**src/rtl/ysyx_25020047_pkg.sv**
```systemverilog
// Shared types and widths for the IFU/LSU memory arbiter.
package ysyx_25020047_pkg;

  localparam int unsigned XLEN   = 32;
  localparam int unsigned MASK_W = XLEN / 8;
  localparam int unsigned CNT_W  = 8;

  typedef enum logic [1:0] {
    ST_IDLE = 2'd0,
    ST_REQ  = 2'd1,
    ST_WAIT = 2'd2,
    ST_RESP = 2'd3
  } state_e;

  typedef enum logic {
    OWN_IFU = 1'b0,
    OWN_LSU = 1'b1
  } owner_e;

  // Request captured at accept and replayed onto the memory port.
  typedef struct packed {
    logic [XLEN-1:0]   addr;
    logic              wen;
    logic [XLEN-1:0]   wdata;
    logic [MASK_W-1:0] wmask;
    owner_e            owner;
  } mem_req_t;

endpackage

```
**src/rtl/ysyx_25020047_mem_arbiter_if.sv**
```systemverilog
// Bundled requester and memory-side signals of the arbiter.
interface ysyx_25020047_mem_arbiter_if;
  import ysyx_25020047_pkg::*;

  logic              ifu_req_valid;
  logic              ifu_req_ready;
  logic [XLEN-1:0]   ifu_addr;
  logic              ifu_resp_valid;
  logic [XLEN-1:0]   ifu_resp_data;
  logic              ifu_resp_err;

  logic              lsu_req_valid;
  logic              lsu_req_ready;
  logic [XLEN-1:0]   lsu_addr;
  logic              lsu_wen;
  logic [XLEN-1:0]   lsu_wdata;
  logic [MASK_W-1:0] lsu_wmask;
  logic              lsu_resp_valid;
  logic [XLEN-1:0]   lsu_resp_data;
  logic              lsu_resp_err;

  logic              mem_req_valid;
  logic              mem_req_ready;
  logic [XLEN-1:0]   mem_addr;
  logic              mem_wen;
  logic [XLEN-1:0]   mem_wdata;
  logic [MASK_W-1:0] mem_wmask;
  logic              mem_resp_valid;
  logic [XLEN-1:0]   mem_resp_data;

  logic              busy;

  // Arbiter side.
  modport slave (
    input  ifu_req_valid, ifu_addr,
    input  lsu_req_valid, lsu_addr, lsu_wen, lsu_wdata, lsu_wmask,
    input  mem_req_ready, mem_resp_valid, mem_resp_data,
    output ifu_req_ready, ifu_resp_valid, ifu_resp_data, ifu_resp_err,
    output lsu_req_ready, lsu_resp_valid, lsu_resp_data, lsu_resp_err,
    output mem_req_valid, mem_addr, mem_wen, mem_wdata, mem_wmask,
    output busy
  );

  // Core and memory side.
  modport master (
    output ifu_req_valid, ifu_addr,
    output lsu_req_valid, lsu_addr, lsu_wen, lsu_wdata, lsu_wmask,
    output mem_req_ready, mem_resp_valid, mem_resp_data,
    input  ifu_req_ready, ifu_resp_valid, ifu_resp_data, ifu_resp_err,
    input  lsu_req_ready, lsu_resp_valid, lsu_resp_data, lsu_resp_err,
    input  mem_req_valid, mem_addr, mem_wen, mem_wdata, mem_wmask,
    input  busy
  );

endinterface

```
**src/rtl/ysyx_25020047_arb_timer.sv**
```systemverilog
// Transaction age counter; hit_c flags the cycle in which the age reaches TIMEOUT.
module ysyx_25020047_arb_timer
  import ysyx_25020047_pkg::*;
#(
  parameter int unsigned TIMEOUT = 255
) (
  input  logic clk,
  input  logic rst,
  input  logic clr,
  input  logic en,
  output logic hit_c
);

  logic [CNT_W-1:0] count;

  // Age counter, cleared at accept and advanced while the request is outstanding.
  always_ff @(posedge clk or posedge rst) begin
    if (rst) begin
      count <= '0;
    end else if (clr) begin
      count <= '0;
    end else if (en) begin
      count <= count + CNT_W'(1);
    end
  end

  // Counting the current cycle, the age equals TIMEOUT.
  assign hit_c = en && ((count + CNT_W'(1)) == CNT_W'(TIMEOUT));

endmodule

```
**src/rtl/ysyx_25020047_mem_arbiter.sv**
```systemverilog
// Two-master (IFU, LSU) single-slave memory arbiter with response timeout.
module ysyx_25020047_mem_arbiter
  import ysyx_25020047_pkg::*;
#(
  parameter int unsigned TIMEOUT = 255
) (
  input logic                          clk,
  input logic                          rst,
  ysyx_25020047_mem_arbiter_if.slave   bus
);

  state_e          state, state_n;
  mem_req_t        req_q, req_n;
  logic [XLEN-1:0] resp_data_q, resp_data_n;
  logic            resp_err_q, resp_err_n;
  logic            cnt_clr, cnt_en, hit_c;
  logic            in_idle, in_resp;

  ysyx_25020047_arb_timer #(.TIMEOUT(TIMEOUT)) u_timer (
    .clk   (clk),
    .rst   (rst),
    .clr   (cnt_clr),
    .en    (cnt_en),
    .hit_c (hit_c)
  );

  // State, latched request and response registers.
  always_ff @(posedge clk or posedge rst) begin
    if (rst) begin
      state       <= ST_IDLE;
      req_q       <= '0;
      resp_data_q <= '0;
      resp_err_q  <= 1'b0;
    end else begin
      state       <= state_n;
      req_q       <= req_n;
      resp_data_q <= resp_data_n;
      resp_err_q  <= resp_err_n;
    end
  end

  // Next-state, request capture and response capture.
  always_comb begin
    state_n     = state;
    req_n       = req_q;
    resp_data_n = resp_data_q;
    resp_err_n  = resp_err_q;
    cnt_clr     = 1'b0;
    cnt_en      = 1'b0;
    case (state)
      ST_IDLE: begin
        if (bus.lsu_req_valid) begin
          req_n.addr  = bus.lsu_addr;
          req_n.wen   = bus.lsu_wen;
          req_n.wdata = bus.lsu_wdata;
          req_n.wmask = bus.lsu_wen ? bus.lsu_wmask : '0;
          req_n.owner = OWN_LSU;
          cnt_clr     = 1'b1;
          state_n     = ST_REQ;
        end else if (bus.ifu_req_valid) begin
          req_n.addr  = bus.ifu_addr;
          req_n.wen   = 1'b0;
          req_n.wdata = '0;
          req_n.wmask = '0;
          req_n.owner = OWN_IFU;
          cnt_clr     = 1'b1;
          state_n     = ST_REQ;
        end
      end
      ST_REQ: begin
        cnt_en = 1'b1;
        if (bus.mem_req_ready && bus.mem_resp_valid) begin
          resp_data_n = req_q.wen ? '0 : bus.mem_resp_data;
          resp_err_n  = 1'b0;
          state_n     = ST_RESP;
        end else if (hit_c) begin
          resp_data_n = '0;
          resp_err_n  = 1'b1;
          state_n     = ST_RESP;
        end else if (bus.mem_req_ready) begin
          state_n = ST_WAIT;
        end
      end
      ST_WAIT: begin
        cnt_en = 1'b1;
        if (bus.mem_resp_valid) begin
          resp_data_n = req_q.wen ? '0 : bus.mem_resp_data;
          resp_err_n  = 1'b0;
          state_n     = ST_RESP;
        end else if (hit_c) begin
          resp_data_n = '0;
          resp_err_n  = 1'b1;
          state_n     = ST_RESP;
        end
      end
      ST_RESP: begin
        state_n = ST_IDLE;
      end
      default: begin
        state_n = ST_IDLE;
      end
    endcase
  end

  assign in_idle = (state == ST_IDLE) && !rst;
  assign in_resp = (state == ST_RESP);

  // Grant is decoded from state and LSU valid only.
  assign bus.lsu_req_ready = in_idle;
  assign bus.ifu_req_ready = in_idle && !bus.lsu_req_valid;

  assign bus.mem_req_valid = (state == ST_REQ);
  assign bus.mem_addr      = req_q.addr;
  assign bus.mem_wen       = req_q.wen;
  assign bus.mem_wdata     = req_q.wdata;
  assign bus.mem_wmask     = req_q.wmask;

  // Response is routed only to the owner; the other port stays quiet.
  assign bus.ifu_resp_valid = in_resp && (req_q.owner == OWN_IFU);
  assign bus.lsu_resp_valid = in_resp && (req_q.owner == OWN_LSU);
  assign bus.ifu_resp_data  = bus.ifu_resp_valid ? resp_data_q : '0;
  assign bus.lsu_resp_data  = bus.lsu_resp_valid ? resp_data_q : '0;
  assign bus.ifu_resp_err   = bus.ifu_resp_valid && resp_err_q;
  assign bus.lsu_resp_err   = bus.lsu_resp_valid && resp_err_q;

  assign bus.busy = (state != ST_IDLE);

endmodule

```
**src/flat_wrapper.sv**
```systemverilog
// flat-port wrapper written by rule: the top's interface ports become plain ports
module ysyx_25020047_mem_arbiter_flat import ysyx_25020047_pkg::*;
#(
  parameter int unsigned TIMEOUT = 255
)
  (clk, rst, bus_ifu_req_valid, bus_ifu_addr, bus_lsu_req_valid, bus_lsu_addr, bus_lsu_wen, bus_lsu_wdata, bus_lsu_wmask, bus_mem_req_ready, bus_mem_resp_valid, bus_mem_resp_data, bus_ifu_req_ready, bus_ifu_resp_valid, bus_ifu_resp_data, bus_ifu_resp_err, bus_lsu_req_ready, bus_lsu_resp_valid, bus_lsu_resp_data, bus_lsu_resp_err, bus_mem_req_valid, bus_mem_addr, bus_mem_wen, bus_mem_wdata, bus_mem_wmask, bus_busy);
  ysyx_25020047_mem_arbiter_if bus_i ();
  input logic clk;
  input logic rst;
  input wire logic [$bits(bus_i.ifu_req_valid)-1:0] bus_ifu_req_valid;
  input wire logic [$bits(bus_i.ifu_addr)-1:0] bus_ifu_addr;
  input wire logic [$bits(bus_i.lsu_req_valid)-1:0] bus_lsu_req_valid;
  input wire logic [$bits(bus_i.lsu_addr)-1:0] bus_lsu_addr;
  input wire logic [$bits(bus_i.lsu_wen)-1:0] bus_lsu_wen;
  input wire logic [$bits(bus_i.lsu_wdata)-1:0] bus_lsu_wdata;
  input wire logic [$bits(bus_i.lsu_wmask)-1:0] bus_lsu_wmask;
  input wire logic [$bits(bus_i.mem_req_ready)-1:0] bus_mem_req_ready;
  input wire logic [$bits(bus_i.mem_resp_valid)-1:0] bus_mem_resp_valid;
  input wire logic [$bits(bus_i.mem_resp_data)-1:0] bus_mem_resp_data;
  output wire logic [$bits(bus_i.ifu_req_ready)-1:0] bus_ifu_req_ready;
  output wire logic [$bits(bus_i.ifu_resp_valid)-1:0] bus_ifu_resp_valid;
  output wire logic [$bits(bus_i.ifu_resp_data)-1:0] bus_ifu_resp_data;
  output wire logic [$bits(bus_i.ifu_resp_err)-1:0] bus_ifu_resp_err;
  output wire logic [$bits(bus_i.lsu_req_ready)-1:0] bus_lsu_req_ready;
  output wire logic [$bits(bus_i.lsu_resp_valid)-1:0] bus_lsu_resp_valid;
  output wire logic [$bits(bus_i.lsu_resp_data)-1:0] bus_lsu_resp_data;
  output wire logic [$bits(bus_i.lsu_resp_err)-1:0] bus_lsu_resp_err;
  output wire logic [$bits(bus_i.mem_req_valid)-1:0] bus_mem_req_valid;
  output wire logic [$bits(bus_i.mem_addr)-1:0] bus_mem_addr;
  output wire logic [$bits(bus_i.mem_wen)-1:0] bus_mem_wen;
  output wire logic [$bits(bus_i.mem_wdata)-1:0] bus_mem_wdata;
  output wire logic [$bits(bus_i.mem_wmask)-1:0] bus_mem_wmask;
  output wire logic [$bits(bus_i.busy)-1:0] bus_busy;
  assign bus_i.ifu_req_valid = bus_ifu_req_valid;
  assign bus_i.ifu_addr = bus_ifu_addr;
  assign bus_i.lsu_req_valid = bus_lsu_req_valid;
  assign bus_i.lsu_addr = bus_lsu_addr;
  assign bus_i.lsu_wen = bus_lsu_wen;
  assign bus_i.lsu_wdata = bus_lsu_wdata;
  assign bus_i.lsu_wmask = bus_lsu_wmask;
  assign bus_i.mem_req_ready = bus_mem_req_ready;
  assign bus_i.mem_resp_valid = bus_mem_resp_valid;
  assign bus_i.mem_resp_data = bus_mem_resp_data;
  assign bus_ifu_req_ready = bus_i.ifu_req_ready;
  assign bus_ifu_resp_valid = bus_i.ifu_resp_valid;
  assign bus_ifu_resp_data = bus_i.ifu_resp_data;
  assign bus_ifu_resp_err = bus_i.ifu_resp_err;
  assign bus_lsu_req_ready = bus_i.lsu_req_ready;
  assign bus_lsu_resp_valid = bus_i.lsu_resp_valid;
  assign bus_lsu_resp_data = bus_i.lsu_resp_data;
  assign bus_lsu_resp_err = bus_i.lsu_resp_err;
  assign bus_mem_req_valid = bus_i.mem_req_valid;
  assign bus_mem_addr = bus_i.mem_addr;
  assign bus_mem_wen = bus_i.mem_wen;
  assign bus_mem_wdata = bus_i.mem_wdata;
  assign bus_mem_wmask = bus_i.mem_wmask;
  assign bus_busy = bus_i.busy;
  ysyx_25020047_mem_arbiter #(.TIMEOUT(TIMEOUT)) u_core (.clk(clk), .rst(rst), .bus(bus_i));
endmodule
```
**config.mk**
```make
export PLATFORM = sky130hd
export DESIGN_NAME = ysyx_25020047_mem_arbiter_flat
export DESIGN_NICKNAME = d
export VERILOG_FILES = /design/src/rtl/ysyx_25020047_pkg.sv /design/src/rtl/ysyx_25020047_mem_arbiter_if.sv /design/src/rtl/ysyx_25020047_arb_timer.sv /design/src/rtl/ysyx_25020047_mem_arbiter.sv /design/src/flat_wrapper.sv
export SDC_FILE = /design/constraint.sdc
export NUM_CORES = 1
export LEC_CHECK = 0
export BUFFER_PORTS_ARGS = -buffer_cell sky130_fd_sc_hd__buf_2
export CORE_MARGIN = 3
export CORE_UTILIZATION = 50
export CTS_BUF_LIST = sky130_fd_sc_hd__clkbuf_4 sky130_fd_sc_hd__clkbuf_8
export CTS_CLUSTER_DIAMETER = 30
export CTS_CLUSTER_SIZE = 28
export DETAILED_ROUTE_END_ITERATION = 8
export PLACE_DENSITY = 0.79
export SETUP_SLACK_MARGIN = 0.3
export SYNTH_ARGS = -nofsm -noshare
export SYNTH_HDL_FRONTEND = slang
export SYNTH_SLANG_ARGS = --single-unit
export TNS_END_PERCENT = 30
```
**constraint.sdc**
```tcl
create_clock -name clk -period 3.9 [get_ports clk]
set_input_delay 0.195 -clock clk [delete_from_list [all_inputs] [get_ports clk]]
set_output_delay 0.195 -clock clk [all_outputs]
set_load 0.1 [all_outputs]
```
# Yosys cells after proc, flatten, opt, wreduce, memory -nomap -nowiden
# Index checks and enable logic that the tools add are counted.
[classes] n_addsub=1 n_eq_ne=7 muxes=28 bitwise_logic=1 reduce_logical=18
[op_table] operator="2-to-1 mux 32 bit" count=6
[op_table] operator="2-to-1 mux 70 bit" count=2
[op_table] operator="case mux 32 bit (2 select lines)" count=1
[op_table] operator="2-to-1 mux 8 bit" count=2
[op_table] operator="2-to-1 mux 2 bit" count=7
[op_table] operator="adder 8 x 1 -> 8 bit, second input constant" count=1
[op_table] operator="== test 8 bit, second input constant" count=1
[op_table] operator="logical AND 1 bit" count=8
[op_table] operator="case mux 2 bit (4 select lines)" count=1
[op_table] operator="nonzero test 2 bit" count=4
[op_table] operator="2-to-1 mux 1 bit" count=7
[op_table] operator="== test 2 bit, second input constant" count=2
[op_table] operator="2-to-1 mux 4 bit" count=1
[op_table] operator="!= test 4 x 2 -> 1 bit, second input constant" count=1
[op_table] operator="!= test 3 x 2 -> 1 bit, second input constant" count=1
[op_table] operator="!= test 3 bit, second input constant" count=1
[op_table] operator="AND reduction 3 bit" count=1
[op_table] operator="== test 2 x 1 -> 1 bit, second input constant" count=1
[op_table] operator="zero test 1 bit" count=2
[op_table] operator="zero test 2 bit" count=1
[op_table] operator="case mux 1 bit (2 select lines)" count=1
[op_table] operator="AND reduction 2 bit" count=1
[op_table] operator="OR reduction 2 bit" count=1
[op_table] operator="inverter 1 bit" count=1
[totals] regBits=113 inputBits=139 out_inout_bits=141 wordCells=64

# Logic depth before layout (Yosys ltp)
[logic_depth] ltp_word=7 mapped_depth=10 ltp_nobuf=7

# Modules after synthesis
# Synthesis repeated with hierarchy kept, for this count alone.
[unflattened] cells_unflattened=590 hier_area_um2=5866.9
[by_module_without_submodules] module="ysyx_25020047_mem_arbiter" n_inst=1 cells_per_inst=542 area_per_inst_um2=5395.2 seq_area_each_um2=2627.5
[by_module_without_submodules] module="ysyx_25020047_arb_timer" n_inst=1 cells_per_inst=48 area_per_inst_um2=471.7 seq_area_each_um2=200.2

# Worst setup path before layout
# Ideal clock, no wire load.
[synth_timing] path_kind="reg2out" startpoint="reg u_core.state[0]" endpoint="out bus_ifu_req_ready" arrival_ns=3.593 required_time_ns=3.705 slack_ns=0.112 stages_incl_launch_ff=6 n_path_buf=1 path_cell_list="dfrtp_1 > inv_1 > ha_1 > clkbuf_1 > inv_1 > nor3_1"
[synth_via] elab_chain_cells=3
[synth_lines] element="start: declaration" line_no="ysyx_25020047_mem_arbiter.sv:12" rtl="state_e state, state_n;"
[synth_lines] element="start signal: assignment" line_no="ysyx_25020047_mem_arbiter.sv:35" rtl="state <= state_n;"
[synth_lines] element="zero test 2 bit" line_no="ysyx_25020047_mem_arbiter.sv:105" rtl="assign in_idle = (state == ST_IDLE) && !rst;"
[synth_lines] element="logical AND 1 bit" line_no="ysyx_25020047_mem_arbiter.sv:105"
[synth_lines] element="logical AND 1 bit" line_no="ysyx_25020047_mem_arbiter.sv:110" rtl="assign bus.ifu_req_ready = in_idle && !bus.lsu_req_valid;"
[synth_lines] element="end: declaration" line_no="flat_wrapper.sv:20" rtl="output wire logic [$bits(bus_i.ifu_req_ready)-1:0] bus_ifu_req_ready;"
# No other way between the ends.

# Final worst setup path
[layout_timing] startpoint="reg u_core.state[0]" endpoint="out bus_ifu_resp_data[17]"
[layout_via] elab_chain_cells=3
[layout_lines] element="== test 2 bit" line_no="ysyx_25020047_mem_arbiter.sv:106" rtl="assign in_resp = (state == ST_RESP);"
[layout_lines] element="logical AND 1 bit" line_no="ysyx_25020047_mem_arbiter.sv:119" rtl="assign bus.ifu_resp_valid = in_resp && (req_q.owner == OWN_IFU);"
[layout_lines] element="2-to-1 mux 32 bit" line_no="ysyx_25020047_mem_arbiter.sv:121" rtl="assign bus.ifu_resp_data = bus.ifu_resp_valid ? resp_data_q : '0;"
[layout_lines] element="end: declaration" line_no="flat_wrapper.sv:22" rtl="output wire logic [$bits(bus_i.ifu_resp_data)-1:0] bus_ifu_resp_data;"
# No other way between the ends.

==> summary.md <==
| Metric | Value |
|---|---|
| Avg Cell Area, Syn | 8.826 sq um |
| Final TNS setup | 0 ps |
| Crit path depth | 6 |
| Top-count cell post-synth | dfrtp_1 |
| Nets | 1147 |
| Yosys top cell by area | dfrtp_1 |
| Critical Path AT | 2790 ps |
| Worst hold path type | in2reg |
| Total grt overflow | 0 |
| Critical path's top delay family | buffers and inverters |
| Final WL | 19620 microns |
| YS warnings | 0 |
| Yosys cell types | 39 |
| Final slew viol count | 0 |
| Synthesized net count | 923 |
| Synth cell count leaders | 113 x dfrtp_1, 104 x nand2_1, 70 x buf_4, 67 x a21oi_1, 40 x clkbuf_1 |
| Via count | 6413 |
| Final setup vio count | 0 |
| Tcrit/Tclk final | 0.7641 |
| Final Hold Fails | 0 |
| Core area | 13350 sq um |
| Clk_lat worst skew | 440 ps |
| H-tree Lvls | 4 |
| Reg clk slew, reported paths | 70 ps |
| Outcome | complete, no violations |
| Register-to-register setup slack | 1350 ps |
| Asr flop ratio synth | 1.000 |
| Main synth FF type | dfrtp_1 |
| DP HPWL | 13250 microns |
| Die W | 123.1 microns |
| WS Path Type | reg2out |
| Slew @ Worst Pin | 885.5 ps |
| Placer Congestion | 0.8030 |
| Routed len/inst | 16.46 microns |
| Io pins | 280 |
| Max clock buf depth | 2 |
| Cells on Worst Hold Path | 3 |
| I/O Buffers | 279 |
| Max transition margin | 0.4097 |
| RSZ-0062 raised after global routing | no |
| CTS root buffer | clkbuf_8 |
| Clock Skew | 13.69 ps |
| Final worst path period need | 2980 ps |
| Drt first pass iters | 5 |
| Most used cell, CP | buf_4 |
| Top-area cell type share of the netlist area | 0.4123 |
| Crit path buffers/inverters | 3 |
| Synth Cell Area | 6858 sq um |
| Vias in the first global route | 5976 |
| Area growth, synth to finish | 26.22% |
| Pin count of the biggest net entering global routing | 66 |
| EDFF count, synth | 0 |
| Post-CTS Setup Bufs | 0 |
| First-pass GRT wire length | 29900 microns |
| Row Count | 42 |
| TritonCTS clock tree | built |
| FMAX | 335.6 MHz |
| Startpoint Class | flip-flop |
| Yosys reg bits | 113 |
| Antenna violations before repair | 2 |
| Worst-path fanout max | 35 |
| Starting DRC count in detailed routing | 441 |
| Critical-path cell list | ha_1 -> buf_4 -> nor2b_1 -> buf_4 -> and2_1 -> buf_2 |
| CP max stage delay | 550 ps |
| CTS Sinks | 113 |
| Critical Path End Type | output pin |
| DR vias/cell | 5.380 |
| Sequential area share after synthesis | 0.4123 |
| Cells after synthesis | 777 |
| CTS Buf Count | 17 |
| CP max stage cell | nor2b_1 |
| CP required | 3700 ps |
| Drc violations | 0 |
| Synth area leaders | dfrtp_1 41%, buf_4 7.7%, nand2_1 5.7%, a21oi_1 4.9%, mux2i_1 4.7% |
| Die area | 15160 sq um |
| Die Height | 123.1 microns |
| GR Util All Layers | 0.2513 |
| Starting Density | 0.5138 |
| Max capacitance violation total | 0 |
| R2R cell count | 9 |
| Share of cells above drive strength 1 | 0.3511 |
| Post-DRT Antenna Nets | 0 |
[placed cells by master (no fill, tap or decap), drive strengths merged]
master / instances
buf: 299
dfrtp: 113
nand2: 105
a21oi: 67
nand3: 40
dlygate4sd3: 37
and3: 34
and2: 34
nor2b: 34
o21ai: 34
mux2i: 32
a221oi: 32
nor3: 30
a21o: 29
clkbuf: 22
nor2: 19
inv: 11
ha: 7
xor2: 5
a22o: 5
xnor2: 4
clkinvlp: 4
nand4: 3
diode: 2
clkinv: 2
bufinv: 2
o21a: 1
o211ai: 1
nand2b: 1
a211oi: 1
o22ai: 1
nand3b: 1
o22a: 1
o211a: 1
a21boi: 1
mux2: 1
[registers in the layout (all words and copies together), names as in the netlist]
name,count
u_core.bus.mem_wmask,4
u_core.resp_err_q,1
u_core.bus.mem_wdata,32
u_core.resp_data_q,32
u_core.state,2
u_core.req_q,1
u_core.bus.mem_wen,1
u_core.bus.mem_addr,32
u_core.u_timer.count,8
[per-layer routing]
layer  up-vias  track usage  wire [microns]
met5         -            0               0
li1       3082            -               -
met2       241       0.4137            9879
met4         0       0.1052             452
met1      3057       0.3102            7897
met3        33      0.07228            1394
[path summary, 6_finish.rpt]
kind | startpoint | to
max in group asynchronous | rst | u_core.bus.mem_addr[7]
min in group asynchronous | rst | u_core.bus.mem_addr[2]
hold / removal | bus_ifu_addr[29] | u_core.bus.mem_addr[29]
setup / recovery | u_core.state[0] | bus_ifu_resp_data[17]
setup reg to reg | u_core.state[0] | u_core.resp_data_q[18]
hold reg to reg | u_core.bus.mem_wdata[25] | u_core.bus.mem_wdata[25]
[metrics by stage]
stage | setup slack (ps) | area, sq um | instances | hold WS, ps | util
floorplan | 717.6 | 6863 | 777 | 327.7 | -
global placement | 1456 | 7859 | 1121 | 392.4 | 0.5888
detailed placement | 1362 | 7859 | 1121 | 390.3 | 0.5888
CTS | 873.0 | 8651 | 1190 | 14.90 | 0.6481
global route | 723.2 | 8656 | 1192 | 17.52 | 0.6485
finish | 920.0 | 8656 | 1192 | 40.78 | 0.6485
[kinds of logic after synthesis]
logic type               count (synthesis)  synth area share
AND/OR/NAND/NOR                        301            0.2186
AO/OA/AOI/OAI                          174            0.1752
buffers and inverters                  140            0.1213
flip-flops                             113            0.4123
multiplexers                            33           0.04835
XOR/XNOR                                 9           0.01149
adder cells (fa/ha/maj)                  7           0.01277
[worst min-delay path, stage by stage]
cell	delay, ps
buf_2	80
mux2i_1	50
o21ai_0	120
[area by class of cell]
cell class / instances / area, sq um
inverters: 9 / 36.28
diodes: 2 / 5.005
repair buffers: 336 / 1917
clock inverters: 10 / 125.1
clock buffers: 22 / 296.5
flip-flops and latches: 113 / 2828
multi-input cells: 524 / 3228
well taps: 176 / 220.2
fillers: 1143 / 4692
[what timing repair did]
item | in CTS | in global routing
hold endpoints to repair | 92 | 0
resized for setup | 0 | 0
hold buffers | 37 | 0
Power is left out: the tool's default activity adds up to more than one toggle a clock period on the data nets, which glitch-free logic cannot reach.
